**src/rtl/serial_mac_pe_if.sv**
```systemverilog
//----------------------------------------------------------------------------
// Module   : serial_mac_pe_if
// Brief    : Operand-stream / result bundle between the PE sequencer and MAC.
// Revision : 1.0 - initial release
//----------------------------------------------------------------------------
`default_nettype none

interface serial_mac_pe_if #(
  parameter int DW = 16,
  parameter int OW = 32
);
  logic signed [DW-1:0] neuron;
  logic signed [DW-1:0] weight;
  logic [1:0]           ctl;
  logic                 vld_i;
  logic [OW-1:0]        result;
  logic                 vld_o;
  logic                 ovf;

  modport master (
    output neuron, weight, ctl, vld_i,
    input  result, vld_o, ovf
  );

  modport slave (
    input  neuron, weight, ctl, vld_i,
    output result, vld_o, ovf
  );
endinterface

`default_nettype wire

```
**src/rtl/serial_mac_pe.sv**
```systemverilog
//----------------------------------------------------------------------------
// Module   : serial_mac_pe
// Brief    : 3-stage serial signed MAC; one dot-product result per vector.
// Revision : 1.0 - initial release
//----------------------------------------------------------------------------
`default_nettype none

module serial_mac_pe #(
  parameter int DW   = 16,
  parameter int ACCW = 45,
  parameter int OW   = 32
) (
  input  logic            clk,
  input  logic            rst,
  serial_mac_pe_if.slave  bus
);

  localparam int c_PW = 2 * DW;

  // S1: registered operands and markers
  logic                 r_s1_v;
  logic                 r_s1_first;
  logic                 r_s1_last;
  logic signed [DW-1:0] r_s1_neuron;
  logic signed [DW-1:0] r_s1_weight;

  // S2: sign-extended product
  logic                 r_s2_v;
  logic                 r_s2_first;
  logic                 r_s2_last;
  logic [ACCW-1:0]      r_s2_prod;

  // S3: accumulator and registered outputs
  logic [ACCW-1:0]      r_acc;
  logic [OW-1:0]        r_result;
  logic                 r_vld_o;
  logic                 r_ovf;

  logic signed [c_PW-1:0] w_n_ext;
  logic signed [c_PW-1:0] w_w_ext;
  logic signed [c_PW-1:0] w_prod;
  logic [ACCW-1:0]        w_sum;
  logic [ACCW-OW:0]       w_hi;
  logic                   w_ovf;

  // Operands widened first so the low 2*DW bits hold the exact signed product.
  assign w_n_ext = {{DW{r_s1_neuron[DW-1]}}, r_s1_neuron};
  assign w_w_ext = {{DW{r_s1_weight[DW-1]}}, r_s1_weight};
  assign w_prod  = w_n_ext * w_w_ext;

  assign w_sum = r_s2_first ? r_s2_prod : r_acc + r_s2_prod;
  assign w_hi  = w_sum[ACCW-1:OW-1];
  assign w_ovf = ~((&w_hi) | (~|w_hi));

  always_ff @(posedge clk or posedge rst) begin
    if (rst) begin
      r_s1_v      <= 1'b0;
      r_s1_first  <= 1'b0;
      r_s1_last   <= 1'b0;
      r_s1_neuron <= '0;
      r_s1_weight <= '0;
      r_s2_v      <= 1'b0;
      r_s2_first  <= 1'b0;
      r_s2_last   <= 1'b0;
      r_s2_prod   <= '0;
      r_acc       <= '0;
      r_result    <= '0;
      r_vld_o     <= 1'b0;
      r_ovf       <= 1'b0;
    end else begin
      // Markers are gated by the beat valid so idle-cycle ctl never leaks in.
      r_s1_v     <= bus.vld_i;
      r_s1_first <= bus.vld_i & bus.ctl[0];
      r_s1_last  <= bus.vld_i & bus.ctl[1];
      if (bus.vld_i) begin
        r_s1_neuron <= bus.neuron;
        r_s1_weight <= bus.weight;
      end

      r_s2_v     <= r_s1_v;
      r_s2_first <= r_s1_first;
      r_s2_last  <= r_s1_last;
      if (r_s1_v) begin
        r_s2_prod <= {{(ACCW-c_PW){w_prod[c_PW-1]}}, w_prod};
      end

      if (r_s2_v) begin
        r_acc <= w_sum;
      end

      r_vld_o <= r_s2_v & r_s2_last;
      if (r_s2_v && r_s2_last) begin
        r_result <= w_sum[OW-1:0];
        r_ovf    <= w_ovf;
      end
    end
  end

  assign bus.result = r_result;
  assign bus.vld_o  = r_vld_o;
  assign bus.ovf    = r_ovf;

endmodule

`default_nettype wire

```
**src/flat_wrapper.sv**
```systemverilog
// flat-port wrapper written by rule: the top's interface ports become plain ports
module serial_mac_pe_flat 
#(
  parameter int DW   = 16,
  parameter int ACCW = 45,
  parameter int OW   = 32
)
  (clk, rst, bus_neuron, bus_weight, bus_ctl, bus_vld_i, bus_result, bus_vld_o, bus_ovf);
  serial_mac_pe_if #(.DW(DW), .OW(OW)) bus_i ();
  input  logic clk;
  input  logic rst;
  input wire logic [$bits(bus_i.neuron)-1:0] bus_neuron;
  input wire logic [$bits(bus_i.weight)-1:0] bus_weight;
  input wire logic [$bits(bus_i.ctl)-1:0] bus_ctl;
  input wire logic [$bits(bus_i.vld_i)-1:0] bus_vld_i;
  output wire logic [$bits(bus_i.result)-1:0] bus_result;
  output wire logic [$bits(bus_i.vld_o)-1:0] bus_vld_o;
  output wire logic [$bits(bus_i.ovf)-1:0] bus_ovf;
  assign bus_i.neuron = bus_neuron;
  assign bus_i.weight = bus_weight;
  assign bus_i.ctl = bus_ctl;
  assign bus_i.vld_i = bus_vld_i;
  assign bus_result = bus_i.result;
  assign bus_vld_o = bus_i.vld_o;
  assign bus_ovf = bus_i.ovf;
  serial_mac_pe #(.DW(DW), .ACCW(ACCW), .OW(OW)) u_core (.clk(clk), .rst(rst), .bus(bus_i));
endmodule
```
**config.mk**
```make
export PLATFORM = sky130hd
export DESIGN_NAME = serial_mac_pe_flat
export DESIGN_NICKNAME = d
export VERILOG_FILES = /design/src/rtl/serial_mac_pe_if.sv /design/src/rtl/serial_mac_pe.sv /design/src/flat_wrapper.sv
export SDC_FILE = /design/constraint.sdc
export NUM_CORES = 1
export LEC_CHECK = 0
export CORE_MARGIN = 5
export CORE_UTILIZATION = 40
export CTS_BUF_LIST = sky130_fd_sc_hd__clkbuf_8
export CTS_CLUSTER_DIAMETER = 120
export DETAILED_ROUTE_END_ITERATION = 10
export PLACE_DENSITY_LB_ADDON = 0.08
export SKIP_LAST_GASP = 1
export SYNTH_ARGS = -nofsm -noshare
export SYNTH_HDL_FRONTEND = slang
export SYNTH_SLANG_ARGS = --single-unit
```
**constraint.sdc**
```tcl
create_clock -name clk -period 13.6 [get_ports clk]
set_input_delay 2.04 -clock clk [delete_from_list [all_inputs] [get_ports clk]]
set_output_delay 2.04 -clock clk [all_outputs]
set_load 0.02 [all_outputs]
```
Word-level counts from Yosys, hierarchy flattened
Index checks and enable logic that the tools add are counted.

$add $sub $neg: 1. $mul: 1. Divide/modulo/power cells: 0. Magnitude comparators: 0. Equality and inequality tests: 0. Shift-type cells: 0. Mux-type cells: 1. Bitwise gates (word level): 5. Reductions and logical operators: 4.

Operators with widths (count): adder 45 bit (1); 2-to-1 mux 45 bit (1); multiplier 16 x 16 -> 32 bit (1); AND reduction 14 bit (1); OR reduction 14 bit (1); AND 1 bit (3); logical AND 1 bit (1); zero test 1 bit (1); NOT 1 bit (1); OR 1 bit (1).

Register bits after elaboration: 149. Bits in latches: 0. RAM bits: 0. ROM bits: 0. Input bits: 37. Output and inout port bits: 34. Memories kept: 0.

Depth between registers and ports, before layout
Gate-level depths: netlist (run 1).

Word-level depth: 6. Gate-level depth with buffers: 26.

Worst setup path after synthesis (run 1)
No wires, ideal clock.

Path kind: reg2reg. Start point: register u_core.r_s1_weight[8]. End point: register u_core.r_s2_prod[28]. Setup time: 125 ps. Arrival time: 6038 ps. Required time: 13475 ps. Slack: 7437 ps. Stages on the path, launching flop included: 26. Buffers on the path: 2. Path through: dfrtp_1 clkbuf_1 clkbuf_1 nand2_1 fa_1 inv_1 fa_1 inv_1 fa_1 inv_1 fa_1 fa_1 inv_1 fa_1 inv_1 ha_1 a21o_1 a21o_1 nand2_1 o311ai_1 a31oi_1 o211ai_1 a41oi_1 and2b_1 xnor2_1 mux2_2.

Word-level cells in the longest chain between the ends: 1.

Ends and longest elaborated chain: start, declared (line serial_mac_pe.sv:25) `logic signed [DW-1:0] r_s1_weight;`; start signal, assigned (line serial_mac_pe.sv:77) `r_s1_weight <= bus.weight;`; multiplier 16 x 16 -> 32 bit (line serial_mac_pe.sv:49) `assign w_prod = w_n_ext * w_w_ext;`; end signal, assigned (line serial_mac_pe.sv:84) `r_s2_prod <= {{(ACCW-c_PW){w_prod[c_PW-1]}}, w_prod};`; end, declared (line serial_mac_pe.sv:31) `logic [ACCW-1:0] r_s2_prod;`.

No other way between the ends. A chain may end at the register's enable or synchronous reset.

Final worst setup path (run 1)
Start point: register u_core.r_s1_weight[2]. End point: register u_core.r_s2_prod[28].

The elaborated chain is that of the path after synthesis.

==> results of run 1 <==
critical path, cell delays in order (launching register included):
cell,delay [ps]
dfrtp_1,750
nand2_1,160
fa_1,520
fa_1,520
fa_1,520
inv_1,60
fa_1,500
fa_1,530
inv_1,60
fa_1,470
inv_1,40
ha_1,350
a21o_1,190
a21o_1,170
a21o_1,180
nand2_1,100
o311ai_1,130
a31oi_1,430
o211ai_1,200
a41oi_1,280
and2b_1,190
xnor2_1,60
mux2_2,260
final cells by class:
| type | instances | area (µm²) | share of cell area, % |
|---|---|---|---|
| sequential | 149 | 3730 | 18.7 |
| antenna | 2 | 5.00 | 0.0251 |
| tap | 600 | 751 | 3.77 |
| clock inverter | 13 | 158 | 0.791 |
| clock buffer | 19 | 262 | 1.31 |
| inverter | 339 | 1280 | 6.41 |
| timing repair buffer | 76 | 741 | 3.72 |
| multi-input combinational | 1427 | 13000 | 65.3 |
synth_stat cells, types with 3 or more instances:
master | n | area [µm²]
inv_1 | 339 | 1270
fa_1 | 263 | 5270
nand2_1 | 239 | 897
dfrtp_1 | 149 | 3730
ha_1 | 126 | 1580
and2_1 | 121 | 757
a21oi_1 | 117 | 586
nor2_1 | 104 | 390
o21ai_0 | 93 | 465
clkbuf_1 | 71 | 267
mux2_2 | 66 | 743
xnor2_1 | 48 | 420
xor2_1 | 27 | 236
a21o_1 | 22 | 165
nor3_1 | 18 | 90.1
nand4_1 | 16 | 100
a31oi_1 | 15 | 93.8
nand3_1 | 15 | 75.1
nand2b_1 | 14 | 87.6
o21bai_1 | 14 | 105
buf_2 | 11 | 55.1
o211ai_1 | 9 | 67.6
nor2b_1 | 8 | 50.1
o21a_1 | 8 | 60.1
mux2i_1 | 7 | 70.1
and3_1 | 5 | 31.3
a211o_1 | 4 | 35.0
a211oi_1 | 4 | 30.0
buf_1 | 4 | 15.0
o21ai_1 | 4 | 20.0
a21boi_0 | 3 | 22.5
o22ai_1 | 3 | 18.8
o31ai_1 | 3 | 22.5
o41ai_2 | 3 | 48.8
placed cells by master (no fill, tap or decap), types with 16 or more instances in the layout:
master,instances
fa_1,263
a21oi_1,117
and2_1,121
clkbuf_8,19
a21o_1,22
o21ai_0,93
nand2_1,238
xor2_1,27
nor2_1,104
ha_1,126
xnor2_1,48
nor3_1,18
inv_1,340
nand4_1,16
clkdlybuf4s50_1,69
dfrtp_1,148
mux2_2,66
routing by layer:
metal,track usage (%),part of all wire (%)
met2,30.4,45
met4,5.15,2.0
met3,3.39,3.1
met5,0,0
met1,28.5,50
path summary, 6_finish.rpt:
kind                                              startpoint                                 end  slack [ps]  cells after the start
hold / removal                    u_core.r_s1_last$_DFF_PP0_          u_core.r_s2_last$_DFF_PP0_         350                      0
max in group asynchronous                                rst  u_core.r_s1_weight[13]$_DFFE_PP0P_       10150                      3
hold reg to reg                   u_core.r_s1_last$_DFF_PP0_          u_core.r_s2_last$_DFF_PP0_         350                      0
setup / recovery           u_core.r_s1_weight[2]$_DFFE_PP0P_    u_core.r_s2_prod[28]$_DFFE_PP0P_        6800                     22
min in group asynchronous                                rst        u_core.r_acc[36]$_DFFE_PP0P_        2010                      2
setup reg to reg           u_core.r_s1_weight[2]$_DFFE_PP0P_    u_core.r_s2_prod[28]$_DFFE_PP0P_        6800                     22
sequential cells by signal (all words and copies together) (netlist names), 16 cells and up:
| signal | cells |
|---|---|
| u_core.r_s1_neuron | 16 |
| u_core.bus.result | 32 |
| u_core.r_s2_prod | 32 |
| u_core.r_s1_weight | 16 |
| u_core.r_acc | 45 |
per-stage QoR:
stage	hold slack [ps]	setup slack [ps]	instances
floorplan	331	7440	2003
global placement	335	6860	2591
detailed placement	336	6790	2591
CTS	357	6770	2623
global route	375	6360	2625
finish	354	6800	2625
cells by family after synthesis:
group / after synthesis
simple gates: 553
compound gates: 335
mux: 75
flops: 149
xor+xnor: 75
buf+inv: 427
fa+ha+maj: 389
==> impl_results.md, run 1 <==
- Status: finished, final reports clean
- Gr ovfl total: 0
- Final core occ: a little over two fifths
- Final Critical Period: between 6000 and 7000 ps
- CP Max Fanout: 17
- FFs w/ async S/R, synth: 100%
- Routed wire length: between 40 and 50 mm
- Fin crit share: 50.0%
- Initial antenna violation count: 2
- Syn Nets: between 2000 and 2500
- Crit Path Category: flop to flop
- Clk buf depth: 2
- Slew headroom: about 40%
- Area share of fa/ha/maj cells after synthesis: around 37%
- XOR/XNOR Fraction of Synth Area: around 3.6%
- Max Freq: approximately 150 MHz
- Postcts setup bufs: 0
- Largest family of logic cells by synthesized area: adder cells
- Port bufs: 70
- Setup TNS: 0 ps
- DRC viols: 0
- Routed vias/inst: 5.04
- Initial core utilization: between 40% and 50%
- Layout cells sized above 1: ~6.3%
- Yosys cell types: between 70 and 80
- Synth Area in Compound Gates: approximately 11%
- CTS root buffer: clkbuf_8
- Mapped Cells: 2003
- Iteration-0 DRC Markers: ~650
- Critical path required time: 14060 ps
- Pin count of the biggest net entering global routing: just under 90
- Area of the core: ~45000 µm²
- CP arrival: between 7000 and 8000 ps
- Layout area overhead: 8.52%
- Cell Rows: 78
- CTS tree: done
- Via Count: between 10000 and 15000
- Global-route wire length before repair: 78.2 mm
- GRT Overall Usage: roughly a fifth
- Routed WL per cell: between 15 and 20 µm
- Final hold viol count: 0
- Crit path capture type: flop
- Post-synthesis mux area share: around 4.6%
- GPL Wtd Cong: about 0.87
- Vias in the first global route: approximately 14000
- Yosys warns: 0
- Max cap viols: 0
- Placed cell area: 19500 µm²
- Critical path startpoint category: flop
- # fillers: roughly 4500
- Final setup vio count: 0
- Sequential-to-total area share from yosys stat: about a fifth
- Antenna Nets Post-Route: 0
- Die X: between 200 and 250 µm
- #FFs+latches synth: about 150
- CTS buffer count: 17
- Post-CTS sizing: 0
- Synthesized area: 18400 µm²
- Clk Latency, worst-skew pair: roughly 570 ps
- Hold Crit Class: flop to flop
- Setup Skew: 27.0 ps
- Nets: ~2400
- Die Y: between 200 and 250 µm
- Finished Cell Area: ~20000 µm²
- Die area: just over 50000 µm²
- Main synth FF type: dfrtp_1
- Reg clk slew, reported paths: around 100 ps
- Syn avg cell area: 9.17 µm²
- Post-synth EDFFs: 0
- Htree depth: 4
- Sink Count: 149
- Hold buffer count at CTS: 0
- I/O pins: 71
- TritonRoute pass-1 iters: 5
- Final Max Tran Viols: 0
- RSZ-0062 raised after global routing: no
- Synth Area in Simple Gates: 14.0%
- DPL Wire Length: approximately 37 mm
- Worst slew pin tran: 914 ps
Power of run 1 is not shown: default switching activity piles up to over one toggle a cycle in this logic, so the estimate is an artifact.
==> run 2: changes to the inputs <==
==> constraint.sdc (replaced) <==
create_clock -name clk -period 7 [get_ports clk]
set_input_delay 1.05 -clock clk [delete_from_list [all_inputs] [get_ports clk]]
set_output_delay 1.05 -clock clk [all_outputs]
set_load 0.02 [all_outputs]
==> impl_results.md, run 2 (synthesis gave the netlist of run 1 again) <==
- Status: finished, final reports clean (unchanged)
- Setup Skew: 24.2 ps (was 27.0 ps)
- Htree depth: 4 (unchanged)
- Max Used Layer: met4 (unchanged)
- CP arrival: 6980 ps (was 7260 ps)
- Fin crit share: 93.9% (was 50.0%)
- # fillers: 4534 (was 4549)
- Slew headroom: 39.4% (was 39.1%)
- CTS buffer count: 17 (unchanged)
- CP Launch Point: u_core.r_s1_neuron[15]$_DFFE_PP0P_ (was u_core.r_s1_weight[2]$_DFFE_PP0P_)
- Sink Count: 149 (unchanged)
- RSZ-0062 raised after global routing: no (unchanged)
- Metal2 WL: 20.8 mm (was 21.0 mm)
- Commonest non-fill, non-tap cell in the layout: inv_1 (unchanged)
- I/O pins: 71 (unchanged)
- Initial core utilization: 40.5% (unchanged)
- Crit path capture type: flop (unchanged)
- GRT Overall Usage: 19.1% (was 19.5%)
- Final Critical Period: 6570 ps (was 6800 ps)
- DRC viols: 0 (unchanged)
- CTS tree: done (unchanged)
- Die X: 224 µm (unchanged)
- Pin count of the biggest net entering global routing: 66 (was 87)
- Max cap viols: 0 (unchanged)
- Critical path startpoint category: flop (unchanged)
- GPL Wtd Cong: 0.873 (was 0.868)
- Clk Latency, worst-skew pair: 530 ps (was 570 ps)
- Final hold viol count: 0 (unchanged)
- Critical R2R Capture: u_core.r_s2_prod[31]$_DFFE_PP0P_ (was u_core.r_s2_prod[28]$_DFFE_PP0P_)
- Register area: 3730 µm² (about the same)
- Via Count: 13123 (was 13228)
- Largest register FFs: 45 (unchanged)
- CTS root buffer: clkbuf_8 (unchanged)
- Port bufs: 70 (unchanged)
- Final Max Tran Viols: 0 (unchanged)
- Final setup vio count: 0 (unchanged)
- Worst Reg-to-Reg Cells: 21 (was 22)
- Initial antenna violation count: 1 (was 2)
- Max Freq: 152 MHz (was 147 MHz)
- Postcts setup bufs: 0 (unchanged)
- Area of the core: 45400 µm² (unchanged)
- M1 WL: 22.7 mm (was 23.1 mm)
- Post-route insts no fill: 2640 (was 2625)
- Clk buf depth: 2 (unchanged)
- Vias in the first global route: 14044 (was 14189)
- Gr ovfl total: 0 (unchanged)
- Global-route wire length before repair: 76.8 mm (was 78.2 mm)
- Worst Hold End: u_core.r_s2_first$_DFF_PP0_ (was u_core.r_s2_last$_DFF_PP0_)
- Routed wire length: 46.1 mm (was 46.4 mm)
- Worst slew pin tran: 909 ps (was 914 ps)
- Multi-input logic area: 13000 µm² (unchanged)
- Flop2flop setup slack: 430 ps (was 6800 ps)
- Placed Cells: 2607 (was 2591)
- Hold Startpoint: u_core.r_s1_first$_DFF_PP0_ (was u_core.r_s1_last$_DFF_PP0_)
- Hold path depth: 0 (unchanged)
- DPL Wire Length: 37.5 mm (was 36.9 mm)
- Layout area overhead: 9.06% (was 8.52%)
- Most frequent cells in the layout: inv_1 (340), fa_1 (263), nand2_1 (238) (unchanged)
- Setup TNS: 0 ps (unchanged)
- Routed vias/inst: 4.97 (was 5.04)
- Iteration-0 DRC Markers: 619 (was 645)
- TritonRoute pass-1 iters: 5 (unchanged)
- Die Y: 224 µm (unchanged)
- Routed WL per cell: 17.5 µm (was 17.7 µm)
- Worst R2R Start: u_core.r_s1_neuron[15]$_DFFE_PP0P_ (was u_core.r_s1_weight[2]$_DFFE_PP0P_)
- Die area: 50300 µm² (unchanged)
- Antenna Nets Post-Route: 0 (unchanged)
- CP Max Fanout: 17 (unchanged)
- Crit Path Category: flop to flop (unchanged)
- Layout cells sized above 1: 7.11% (was 6.33%)
- Hold Crit Class: flop to flop (unchanged)
- DR WL met3: 1.52 mm (was 1.45 mm)
- Nets: 2452 (was 2436)
- Reg clk slew, reported paths: 90 ps (was 100 ps)
- Cell Rows: 78 (unchanged)
- Biggest register: u_core.r_acc (unchanged)
- Critical path required time: 7400 ps (was 14060 ps)
## run 2: how the worst max path moves through the flow
stage | endpoint | slack [ps] | cells after the start
3_5_place_dp | u_core.r_s2_prod[31]$_DFFE_PP0P_ | 380 | 21
4_1_cts | u_core.r_s2_prod[31]$_DFFE_PP0P_ | 380 | 21
5_1_grt | u_core.r_s2_prod[31]$_DFFE_PP0P_ | 20 | 23
6_report | u_core.r_s2_prod[31]$_DFFE_PP0P_ | 430 | 21
3_3_place_gp | u_core.r_s2_prod[31]$_DFFE_PP0P_ | 450 | 21
2_1_floorplan | u_core.r_s2_prod[28]$_DFFE_PP0P_ | 840 | 25
## run 2: final cells by class
| class | count | share of cell area, % |
|---|---|---|
| Timing Repair Buffer | 92 | 4.30 |
| Inverter | 339 | 6.38 |
| Clock buffer | 18 | 1.24 |
| Sequential cell | 149 | 18.6 |
| Clock inverter | 14 | 0.756 |
| Antenna cell | 1 | 0.0125 |
| Multi-Input combinational cell | 1427 | 65.0 |
| Tap cell | 600 | 3.75 |
## run 2: what timing repair did
| action | CTS | global route |
|---|---|---|
| gates resized for setup | 0 | 1 |
| hold buffers | 0 | 0 |
| endpoints found under the setup margin | 0 | 2 |
| hold endpoints to repair | 0 | 0 |
## run 2: critical path: stages, from the launching register on
cell	delay, ps
dfrtp_1	670
nand2_1	280
inv_1	110
fa_1	770
fa_1	500
fa_1	500
fa_1	530
fa_1	500
inv_1	50
fa_1	470
inv_1	40
ha_1	340
a21o_1	190
a21oi_1	150
o21bai_1	80
a21o_1	170
a21oi_1	120
a21bo_2	260
a211o_1	280
a31oi_1	190
xor2_1	170
mux2i_1	90
## run 2: layer usage
layer | vias to the layer above | global-route usage [%]
li1 | 6405 | -
met2 | 207 | 30.2
met3 | 53 | 2.68
met1 | 6458 | 27.5
met4 | 0 | 5.87
met5 | - | 0
## run 2: per-stage QoR
step | worst slack [ps] | utilization (%) | instance area, µm² | hold WS (ps)
floorplan | 837 | - | 18400 | 331
global placement | 445 | 43.3 | 19600 | 335
detailed placement | 378 | 43.3 | 19600 | 336
CTS | 378 | 44.1 | 20000 | 359
global route | 16.5 | 44.1 | 20000 | 378
finish | 426 | 44.1 | 20000 | 355
Power of run 2 is left out for the same reason.
